## src/rtl/serdes_pkg.sv

```systemverilog
// Shared definitions for the SERDES bring-up controllers: FSM state encoding,
// default training word and a small sizing helper.
package serdes_pkg;

  typedef enum logic [2:0] {
    StIdle   = 3'd0,
    StRst    = 3'd1,
    StSettle = 3'd2,
    StCheck  = 3'd3,
    StSlip   = 3'd4,
    StLocked = 3'd5,
    StErr    = 3'd6
  } serdes_state_e;

  localparam logic [7:0] TrainPatDefault = 8'hE4;

  function automatic int unsigned max3(input int unsigned a, input int unsigned b,
                                       input int unsigned c);
    int unsigned m;
    m = (a > b) ? a : b;
    return (m > c) ? m : c;
  endfunction

endpackage

```

## src/rtl/serdes_rx_align_ctrl.sv

```systemverilog
// RX SERDES bring-up and word-alignment controller: waits for PLL lock, resets the
// SERDES, then bitslips until the training word is seen MATCH_CNT times in a row.
module serdes_rx_align_ctrl
  import serdes_pkg::*;
#(
  parameter int unsigned       WORD_W        = 8,
  parameter logic [WORD_W-1:0] TRAIN_PAT     = WORD_W'(TrainPatDefault),
  parameter int unsigned       RST_CYCLES    = 32,
  parameter int unsigned       SETTLE_CYCLES = 16,
  parameter int unsigned       MATCH_CNT     = 16,
  parameter int unsigned       MAX_SLIPS     = 8
) (
  input  logic              I_clk,
  input  logic              I_rst,
  input  logic              I_pll_lock,
  input  logic              I_restart,
  input  logic [WORD_W-1:0] I_rx_data,
  output logic              O_serdes_rst,
  output logic              O_bitslip,
  output logic              O_align_done,
  output logic              O_align_err,
  output logic [3:0]        O_slip_cnt
);

  localparam int unsigned CntMax = max3(RST_CYCLES, SETTLE_CYCLES, MATCH_CNT);
  localparam int unsigned CntW   = $clog2(CntMax + 1);

  localparam logic [CntW-1:0] RstLast    = CntW'(RST_CYCLES - 1);
  localparam logic [CntW-1:0] SettleLast = CntW'(SETTLE_CYCLES - 1);
  localparam logic [CntW-1:0] MatchLast  = CntW'(MATCH_CNT - 1);
  localparam logic [3:0]      SlipLimit  = 4'(MAX_SLIPS);

  serdes_state_e   state_q, state_d;
  logic [CntW-1:0] cnt_q, cnt_d;
  logic [CntW-1:0] match_q, match_d;
  logic [3:0]      slip_q, slip_d;
  logic            serdes_rst_q, serdes_rst_d;
  logic            bitslip_q, bitslip_d;
  logic            done_q, done_d;
  logic            err_q, err_d;

  always_comb begin
    state_d = state_q;
    cnt_d   = cnt_q;
    match_d = match_q;
    slip_d  = slip_q;

    if (state_q != StIdle && !I_pll_lock) begin
      state_d = StIdle;
      cnt_d   = '0;
      match_d = '0;
      slip_d  = '0;
    end else if (state_q != StIdle && I_restart) begin
      state_d = StRst;
      cnt_d   = '0;
      match_d = '0;
      slip_d  = '0;
    end else begin
      unique case (state_q)
        StIdle: begin
          cnt_d   = '0;
          match_d = '0;
          slip_d  = '0;
          if (I_pll_lock) state_d = StRst;
        end
        StRst: begin
          if (cnt_q == RstLast) begin
            state_d = StSettle;
            cnt_d   = '0;
            match_d = '0;
          end else begin
            cnt_d = cnt_q + CntW'(1);
          end
        end
        StSettle: begin
          if (cnt_q == SettleLast) begin
            state_d = StCheck;
            cnt_d   = '0;
          end else begin
            cnt_d = cnt_q + CntW'(1);
          end
        end
        StCheck: begin
          if (I_rx_data == TRAIN_PAT) begin
            if (match_q == MatchLast) begin
              state_d = StLocked;
            end else begin
              match_d = match_q + CntW'(1);
            end
          end else begin
            match_d = '0;
            if (slip_q < SlipLimit) begin
              state_d = StSlip;
              slip_d  = (slip_q == 4'hF) ? slip_q : slip_q + 4'd1;
            end else begin
              state_d = StErr;
            end
          end
        end
        StSlip: begin
          state_d = StSettle;
          cnt_d   = '0;
          match_d = '0;
        end
        StLocked, StErr: ;
        default: begin
          state_d = StIdle;
          cnt_d   = '0;
          match_d = '0;
          slip_d  = '0;
        end
      endcase
    end

    // Outputs are decoded from the next state so they are registered yet aligned with state_q.
    serdes_rst_d = (state_d == StRst);
    bitslip_d    = (state_d == StSlip);
    done_d       = (state_d == StLocked);
    err_d        = (state_d == StErr);
  end

  always_ff @(posedge I_clk or posedge I_rst) begin
    if (I_rst) begin
      state_q      <= StIdle;
      cnt_q        <= '0;
      match_q      <= '0;
      slip_q       <= '0;
      serdes_rst_q <= 1'b0;
      bitslip_q    <= 1'b0;
      done_q       <= 1'b0;
      err_q        <= 1'b0;
    end else begin
      state_q      <= state_d;
      cnt_q        <= cnt_d;
      match_q      <= match_d;
      slip_q       <= slip_d;
      serdes_rst_q <= serdes_rst_d;
      bitslip_q    <= bitslip_d;
      done_q       <= done_d;
      err_q        <= err_d;
    end
  end

  assign O_serdes_rst = serdes_rst_q;
  assign O_bitslip    = bitslip_q;
  assign O_align_done = done_q;
  assign O_align_err  = err_q;
  assign O_slip_cnt   = slip_q;

endmodule
```

## config.mk

```make
export PLATFORM = sky130hd
export DESIGN_NAME = serdes_rx_align_ctrl
export DESIGN_NICKNAME = d
export VERILOG_FILES = /design/src/rtl/serdes_pkg.sv /design/src/rtl/serdes_rx_align_ctrl.sv
export SDC_FILE = /design/constraint.sdc
export NUM_CORES = 1
export LEC_CHECK = 0
export BUFFER_PORTS_ARGS = -buffer_cell sky130_fd_sc_hd__buf_2
export CORE_MARGIN = 8
export CORE_UTILIZATION = 51
export CTS_BUF_LIST = sky130_fd_sc_hd__clkbuf_4 sky130_fd_sc_hd__clkbuf_8 sky130_fd_sc_hd__clkbuf_16
export DETAILED_ROUTE_END_ITERATION = 16
export GPL_ROUTABILITY_DRIVEN = 1
export PLACE_DENSITY_LB_ADDON = 0.2
export SLEW_MARGIN = 10
export SYNTH_ARGS = -nofsm -noshare
export SYNTH_HDL_FRONTEND = slang
export SYNTH_SLANG_ARGS = --single-unit
```

## constraint.sdc

```tcl
create_clock -name I_clk -period 1.5 [get_ports I_clk]
set_input_delay 0.3 -clock I_clk [delete_from_list [all_inputs] [get_ports I_clk]]
set_output_delay 0.3 -clock I_clk [all_outputs]
set_load 0.02 [all_outputs]
```

==> results of run 1 <==
==> synth_stat cells, types with 2 or more instances <==
cell type  count  area, um^2
a211o_1        2        17.5
a21o_1         4        30.0
a21oi_1       15        75.1
a32o_1         2        20.0
and4b_1        2        20.0
buf_4          3        22.5
dfrtp_1       23         576
ha_1           3        37.5
inv_1          5        18.8
nand2_1       13        48.8
nand2b_1       4        25.0
nand3_1        8        40.0
nand4b_1       2        17.5
nor2_1        11        41.3
nor2b_1        2        12.5
nor3_1         4        20.0
nor4b_1        2        17.5
o21ai_0        8        40.0
or3_1          7        43.8
==> routing by layer <==
layer  routed length [um]  vias up  share of wire
met5                    0        -              0
met4                  361        0          0.056
met3                  659       45           0.10
met2                 3190      162           0.49
met1                 2280      876           0.35
li1                     -      744              -
==> cell families (layout without fill, tap and decap cells) <==
family,after synthesis,count (layout),synth area share
flip-flops,23,23,0.407
AO/OA/AOI/OAI,45,45,0.219
buffers and inverters,10,95,0.0354
adder cells (fa/ha/maj),3,3,0.0266
AND/OR/NAND/NOR,72,72,0.304
multiplexers,1,1,0.00708
==> registers in the layout, summed over array words and instances (netlist names) <==
| signal | flops |
|---|---|
| O_align_done | 1 |
| O_serdes_rst | 1 |
| cnt_q | 6 |
| state_q | 3 |
| O_slip_cnt | 4 |
| O_align_err | 1 |
| O_bitslip | 1 |
| match_q | 6 |
==> placed cells by master, fill, tap and decap left out, drive strengths merged, types with 3 or more instances in the layout <==
cell,count
dfrtp,23
nand2b,4
nor4b,3
a21o,4
buf,85
nand3,8
ha,3
a21oi,15
or3,7
nor3,5
o21ai,10
nand2,14
nor2b,3
clkbuf,4
or2,3
inv,5
nor2,11
==> power groups by stage <==
stage	logic [uW]	registers [uW]	clock network [uW]
after floorplan	291	684	0
after global placement	487	691	0
after detailed placement	504	694	0
after CTS	583	691	320
after global routing	773	694	351
final	748	698	338
==> critical path, stage by stage (launching register included) <==
cell and delay, ns:
dfrtp_1 0.42, ha_4 0.16, nand4b_1 0.22, nor4b_2 0.42, a311o_1 0.21, or2_1 0.16
nor3b_1 0.25
==> worst min-delay path by stage <==
stage	cells after the start	start	end
global route	4	I_rst	match_q[4]
detailed placement	3	I_rst	match_q[4]
finish	4	I_rst	match_q[3]
global placement	3	I_rst	cnt_q[4]
CTS	4	I_rst	match_q[4]
floorplan	1	I_rst	O_align_done
==> metrics by stage <==
step	instances	area [um^2]	power, uW	setup WS [ns]	util
2_1_floorplan	154	1470	974	-0.124	-
3_3_place_gp	244	1910	1180	-0.319	0.712
3_5_place_dp	244	1910	1200	-0.358	0.712
4_1_cts	259	2150	1590	-0.268	0.801
5_1_grt	270	2400	1820	-0.461	0.894
6_report	270	2400	1780	-0.434	0.894
==> layout make-up <==
cell class | count | area share
tap | 31 | 0.0162
sequential | 23 | 0.241
multi-input combinational | 121 | 0.448
clock buffer | 4 | 0.0125
inverter | 5 | 0.00782
timing repair buffer | 86 | 0.274
==> repair_timing <==
action | 4_1_cts | 5_1_grt
endpoints found under the setup margin | 23 | 23
hold endpoints to repair | 23 | 0
gates resized for setup | 30 | 41
buffers inserted | 10 | 12
hold buffers | 1 | 0
pin swaps | 12 | 21
==> results.sh, run 1 <==
export IMPL_status="complete, but fails checks"
export IMPL_violations="negative setup slack"
export IMPL_sw_frac_of_total=0.356
export IMPL_final_hold_viol_count=0
export IMPL_die_area_um2=4710
export IMPL_critPathLaunch="cnt_q[1]"
export IMPL_grt_use_met3=0.0339
export IMPL_grt_pass1_vias=1609
export IMPL_numPortBuffers=19
export IMPL_worstSetupPathType="reg -> reg"
export IMPL_synth_enable_flop_cells=0
export IMPL_holdWs_ns=0.495
export IMPL_r2r_start="cnt_q[1]"
export IMPL_vdd_drop_max_v=0.00119
export IMPL_critPathLaunchType="flip-flop"
export IMPL_nFillCells=110
export IMPL_power_leakage_uw=0.00111
export IMPL_core_um2=2690
export IMPL_min_path_type="in -> async"
export IMPL_pwr_share_seq=0.391
export IMPL_slew_viol_final=0
export IMPL_num_vias=1827
export IMPL_ys_flop_type="dfrtp_1"
export IMPL_num_nets_final=255
export IMPL_switching_power_uw=635
export IMPL_drive_gt1_frac=0.607
export IMPL_ys_async_sr_fraction=1.00
export IMPL_worst_r2r_setup_slack_ns=-0.43
export IMPL_grt_max_degree=13
export IMPL_dr_pass1_iters=5
export IMPL_initial_utilization=0.526
export IMPL_clock_latency_ns=0.33
export IMPL_ys_seq_area_frac=0.407
export IMPL_fmax_mhz=517
export IMPL_crit_path_max_fanout=4
export IMPL_synth_seq_cells=23
export IMPL_ys_warn_count=0
export IMPL_syn_mean_instance_area_um2=9.18
export IMPL_finalSetupViolCount=23
export IMPL_end_kind="flip-flop"
export IMPL_grt_setup_unrepaired="yes"
export IMPL_antenna_cells=0
export IMPL_area_delta_synth_final_pct=69.8
export IMPL_clock_root_buffer="clkbuf_4"
export IMPL_cts_buffer_depth=2
export IMPL_worstMarginPinSlew_ns=0.490
export IMPL_grt_pass1_wl_mm=7.69
export IMPL_syn_cell_area_um2=1410
export IMPL_place_congestion=0.868
export IMPL_routed_wl_mm=6.49
export IMPL_die_x_um=68.7
export IMPL_timing_rr_end="O_align_err"
export IMPL_clk_pin_slew_ns=0.14
export IMPL_setup_tns_ns=-5.33
export IMPL_grtUsageMet1=0.259
export IMPL_p_per_area_nw_per_um2=743
export IMPL_netlist_instances=154
export IMPL_p_clk_frac=0.190
export IMPL_min_period_ns=1.93
export IMPL_die_h_um=68.7
export IMPL_synthesis_nets=169
export IMPL_clkSinkCount=23
export IMPL_h_tree_depth=1
export IMPL_ff2ff_path_depth=6
export IMPL_drv_cap=0
export IMPL_drtIter0Drc=223
export IMPL_cts_made_buffers=3
export IMPL_drc=0
export IMPL_grt_usage=0.212
export IMPL_crit_required_ns=1.74
export IMPL_fin_ws_ns=-0.434
export IMPL_met2_usage=0.361
export IMPL_ff_latch_area_um2=579
export IMPL_max_slew_margin=0.669
export IMPL_finalCritPeriodShare=1.29
export IMPL_grt_overflow=0
export IMPL_drtAntennaViolNets=0
export IMPL_hpwlAfterDp_mm=2.90
export IMPL_cts_tree="built"
export IMPL_wl_per_cell_um=24.0
export IMPL_placementRows=19
export IMPL_skew_ns=0.00683
export IMPL_busiest_layer="met2"
export IMPL_ios=20
export IMPL_combPwrFrac=0.419
export IMPL_p_int_uw=1150
export IMPL_endpoint="O_align_err"
export IMPL_worstPathArrival_ns=2.17
export IMPL_multiInputGateArea_um2=1080
export IMPL_antenna_found_initial=0
export IMPL_vias_per_cell=6.77
export IMPL_yosys_cell_types_count=53
Power figures use the tool's default switching activity.
==> inputs of run 2 (changes only) <==
- SKIP_LAST_GASP: default -> 1
==> results.sh, run 2 (synthesized netlist as in run 1, its figures left out) <==
export IMPL_drv_cap=0
export IMPL_min_period_ns=1.85
export IMPL_routed_wl_mm=5.72
export IMPL_area_delta_synth_final_pct=65.2
export IMPL_critical_path_max_stage_delay_ns=0.54
export IMPL_vdd_drop_max_v=0.00108
export IMPL_placementRows=19
export IMPL_clock_root_buffer="clkbuf_4"
export IMPL_drtIter0Drc=164
export IMPL_grt_pass1_wl_mm=7.51
export IMPL_die_area_um2=4710
export IMPL_grt_max_degree=13
export IMPL_grt_usage=0.206
export IMPL_clk_pin_slew_ns=0.12
export IMPL_path_cells="buf_12 -> nand2_4 -> or2_4 -> buf_6 -> o32a_1 -> o21ai_2 -> nor3b_2"
export IMPL_final_common_cell="buf_4"
export IMPL_antenna_cells=0
export IMPL_status="complete, but fails checks"
export IMPL_crit_family="flip-flops"
export IMPL_cpMaxStageDelayCell="dfrtp_2"
export IMPL_crit_required_ns=1.75
export IMPL_final_hold_viol_count=0
export IMPL_pwr_share_seq=0.405
export IMPL_h_tree_depth=1
export IMPL_wl_per_cell_um=21.3
export IMPL_skew_ns=0.00158
export IMPL_p_clk_frac=0.182
export IMPL_place_congestion=0.868
export IMPL_ios=20
export IMPL_num_nets_final=253
export IMPL_multiInputGateArea_um2=1030
export IMPL_nFillCells=120
export IMPL_grt_pass1_vias=1577
export IMPL_initial_utilization=0.526
export IMPL_final_cells=268
export IMPL_combPwrFrac=0.413
export IMPL_grt_overflow=0
export IMPL_core_um2=2690
export IMPL_finalCritPeriodShare=1.23
export IMPL_pre_cts_slack_ns=-0.358
export IMPL_setup_tns_ns=-4.99
export IMPL_dp_cells=244
export IMPL_critPathLaunchType="flip-flop"
export IMPL_drive_gt1_frac=0.586
export IMPL_clkSinkCount=23
export IMPL_final_util=0.870
export IMPL_worstPathArrival_ns=2.10
export IMPL_dr_pass1_iters=4
export IMPL_slew_viol_final=0
export IMPL_die_x_um=68.7
export IMPL_numPortBuffers=19
export IMPL_max_slew_margin=0.702
export IMPL_drc=0
export IMPL_cts_made_buffers=3
export IMPL_cp_buffers_inverters=2
export IMPL_clock_latency_ns=0.32
export IMPL_dpl_cell_area_um2=1910
export IMPL_switching_power_uw=577
export IMPL_end_kind="flip-flop"
export IMPL_p_int_uw=1150
export IMPL_violations="negative setup slack"
export IMPL_hpwlAfterDp_mm=2.90
export IMPL_design_area_um2=2340
export IMPL_cts_buffer_depth=2
export IMPL_worstSetupPathType="reg -> reg"
export IMPL_p_per_area_nw_per_um2=739
export IMPL_sw_frac_of_total=0.334
export IMPL_worstMarginPinSlew_ns=0.441
export IMPL_antenna_found_initial=0
export IMPL_finalSetupViolCount=23
export IMPL_vias_per_cell=6.44
export IMPL_crit_path_max_fanout=8
export IMPL_num_vias=1726
export IMPL_grt_setup_unrepaired="yes"
export IMPL_fin_ws_ns=-0.352
export IMPL_fmax_mhz=540
export IMPL_min_path_type="in -> async"
export IMPL_power_leakage_uw=0.00109
export IMPL_ff_latch_area_um2=578
export IMPL_cts_tree="built"
export IMPL_die_h_um=68.7
export IMPL_final_cell_mix="buf_4, dfrtp_1, buf_2"
export IMPL_drtAntennaViolNets=0
==> run 2: layout make-up <==
type                    count  share of cell area
repair buffers             84               0.275
clock buffers               4              0.0129
inverters                   5             0.00803
multi-input cells         121               0.440
flip-flops and latches     23               0.247
well taps                  31              0.0166
==> run 2: worst paths after layout <==
| path | slack, ns | to | start | depth (start not counted) |
|---|---|---|---|---|
| max | -0.35 | O_align_done | state_q[0] | 7 |
| min | 0.51 | cnt_q[4] | I_rst | 4 |
| max reg2reg | -0.35 | O_align_done | state_q[0] | 7 |
| min reg2reg | 0.59 | O_slip_cnt[2] | O_slip_cnt[2] | 2 |
| max in group asynchronous | 0.81 | state_q[0] | I_rst | 4 |
| min in group I_clk | 0.55 | O_align_err | I_pll_lock | 5 |
==> run 2: layer usage <==
metal  vias to the layer above  share of wire  track usage
met1                       822           0.36        0.247
li1                        740              -            -
met5                         -              0            0
met4                         0          0.053       0.0691
met3                        38          0.087       0.0307
met2                       126           0.50        0.367
==> run 2: stage by stage <==
step | hold slack, ns | total power [uW]
after floorplan | 0.302 | 974
after global placement | 0.314 | 1180
after detailed placement | 0.315 | 1200
after CTS | 0.511 | 1590
after global routing | 0.513 | 1800
final | 0.507 | 1730
==> run 2: timing repair <==
item | CTS | global route
pin swaps | 12 | 15
setup buffers | 10 | 10
setup endpoints to repair | 23 | 23
hold endpoints to repair | 23 | 0
gates resized for setup | 27 | 35
hold buffers | 1 | 0
==> run 2: power groups by stage <==
stage	combinational (uW)	clock (uW)	sequential (uW)
6_report	714	314	699
5_1_grt	752	349	701
4_1_cts	583	320	691
3_5_place_dp	504	0	694
3_3_place_gp	487	0	691
2_1_floorplan	291	0	684
==> run 2: worst register-to-register path, delay by kind of cell, from the launching register on <==
kind                   cells  cell delay, ns
AO/OA/AOI/OAI              2            0.42
buffers and inverters      2            0.28
flip-flops                 1            0.54
AND/OR/NAND/NOR            3            0.53
==> inputs of run 3 (changes only) <==
- BUFFER_PORTS_ARGS: -buffer_cell sky130_fd_sc_hd__buf_2 -> -buffer_cell sky130_fd_sc_hd__buf_4
==> results.sh, run 3 (synthesized netlist as in run 1, its figures left out) <==
export IMPL_dr_pass1_iters=5
export IMPL_routed_wl_mm=6.49
export IMPL_core_um2=2690
export IMPL_path_cells="buf_6 -> and2b_2 -> nor4b_4 -> a311o_1 -> or2_0 -> nor3_1"
export IMPL_worstMarginPinSlew_ns=0.416
export IMPL_crit_required_ns=1.71
export IMPL_max_slew_margin=0.723
export IMPL_pwr_share_seq=0.357
export IMPL_ios=20
export IMPL_clock_latency_ns=0.32
export IMPL_vdd_drop_max_v=0.000728
export IMPL_die_area_um2=4710
export IMPL_grt_usage=0.214
export IMPL_area_delta_synth_final_pct=70.6
export IMPL_h_tree_depth=1
export IMPL_sw_frac_of_total=0.352
export IMPL_combPwrFrac=0.469
export IMPL_die_x_um=68.7
export IMPL_antenna_cells=0
export IMPL_drv_cap=0
export IMPL_drc=0
export IMPL_fin_ws_ns=-0.425
export IMPL_worstPathArrival_ns=2.14
export IMPL_hpwlAfterDp_mm=2.95
export IMPL_num_nets_final=250
export IMPL_clk_pin_slew_ns=0.14
export IMPL_cts_made_buffers=3
export IMPL_crit_family="simple AND/OR/NAND/NOR gates"
export IMPL_power_uw=1860
export IMPL_critical_path_max_stage_delay_ns=0.44
export IMPL_p_per_area_nw_per_um2=772
export IMPL_clock_root_buffer="clkbuf_4"
export IMPL_grt_setup_unrepaired="yes"
export IMPL_min_period_ns=1.93
export IMPL_cpMaxStageDelayCell="dfrtp_2"
export IMPL_p_clk_frac=0.174
export IMPL_final_hold_viol_count=0
export IMPL_place_congestion=0.897
export IMPL_grt_pass1_vias=1659
export IMPL_status="complete, but fails checks"
export IMPL_vias_per_cell=6.69
export IMPL_drtIter0Drc=304
export IMPL_initial_utilization=0.526
export IMPL_slew_viol_final=0
export IMPL_design_area_um2=2410
export IMPL_crit_path_max_fanout=5
export IMPL_grt_pass1_wl_mm=7.53
export IMPL_violations="negative setup slack"
export IMPL_switching_power_uw=655
export IMPL_p_int_uw=1210
export IMPL_end_kind="flip-flop"
export IMPL_hold_buffers=0
export IMPL_cp_buffers_inverters=1
export IMPL_wl_per_cell_um=24.5
export IMPL_cts_tree="built"
export IMPL_numPortBuffers=19
export IMPL_num_vias=1774
export IMPL_finalCritPeriodShare=1.28
export IMPL_cts_buffer_depth=2
export IMPL_finalSetupViolCount=23
export IMPL_worstSetupPathType="reg -> reg"
export IMPL_drive_gt1_frac=0.577
export IMPL_placementRows=19
export IMPL_drtAntennaViolNets=0
export IMPL_min_path_type="in -> async"
export IMPL_skew_ns=0.00369
export IMPL_dpl_cell_area_um2=1950
export IMPL_critPathLaunchType="flip-flop"
export IMPL_grt_max_degree=24
export IMPL_antenna_found_initial=0
export IMPL_die_h_um=68.7
export IMPL_fmax_mhz=519
export IMPL_power_leakage_uw=0.00108
export IMPL_clkSinkCount=23
export IMPL_final_cell_mix="buf_4, dfrtp_1, buf_6"
export IMPL_grt_overflow=0
export IMPL_final_common_cell="buf_4"
export IMPL_pre_cts_slack_ns=-0.381
==> run 3: metal layers <==
layer / GRT usage / wire (um)
met5: 0 / 0
met4: 0.130 / 419
met3: 0.0404 / 588
met2: 0.382 / 3230
met1: 0.226 / 2250
==> run 3: what timing repair did <==
item	4_1_cts	5_1_grt
gates cloned	0	0
pin swaps	17	11
endpoints found under the setup margin	21	23
buffers inserted	9	10
resized for setup	39	33
==> run 3: final timing paths <==
check                              start       endpoint  slack (ns)  cells past startpoint
hold reg to reg            O_slip_cnt[3]  O_slip_cnt[3]        0.62                      1
hold / removal                     I_rst     match_q[3]       0.002                      3
setup reg to reg              state_q[0]      O_bitslip       -0.43                      6
setup / recovery              state_q[0]      O_bitslip       -0.43                      6
max in group asynchronous          I_rst     state_q[1]        1.24                      3
min in group I_clk            I_pll_lock    O_align_err        0.57                      5
==> run 3: power by group through the flow <==
stage                     Combinational, uW  Clock [uW]  Sequential [uW]
final                                   873         325              665
after global routing                    904         362              666
after CTS                               634         317              660
after detailed placement                467           0              698
after global placement                  451           0              697
after floorplan                         291           0              684
==> run 3: worst register-to-register path, delay by kind of cell, from the launching register on <==
kind	cells	cell delay, ns
compound gates	1	0.31
buf+inv	1	0.14
flops	1	0.44
simple gates	4	0.93
==> run 3: through the flow <==
stage | TNS [ns] | hold slack, ns | cells | utilization
detailed placement | -4.59 | 0.372 | 243 | 0.727
finish | -5.09 | 0.00245 | 265 | 0.898
CTS | -3.02 | 0.0140 | 256 | 0.820
floorplan | -0.765 | 0.302 | 154 | -
global placement | -3.63 | 0.360 | 243 | 0.727
global route | -5.96 | 0.0197 | 265 | 0.898
==> run 3: final cells by class <==
type                    instances  area [um^2]
inverters                       5         18.8
fillers                       108          274
clock buffers                   4         30.0
multi-input cells             121         1070
well taps                      31         38.8
flip-flops and latches         23          579
repair buffers                 81          677
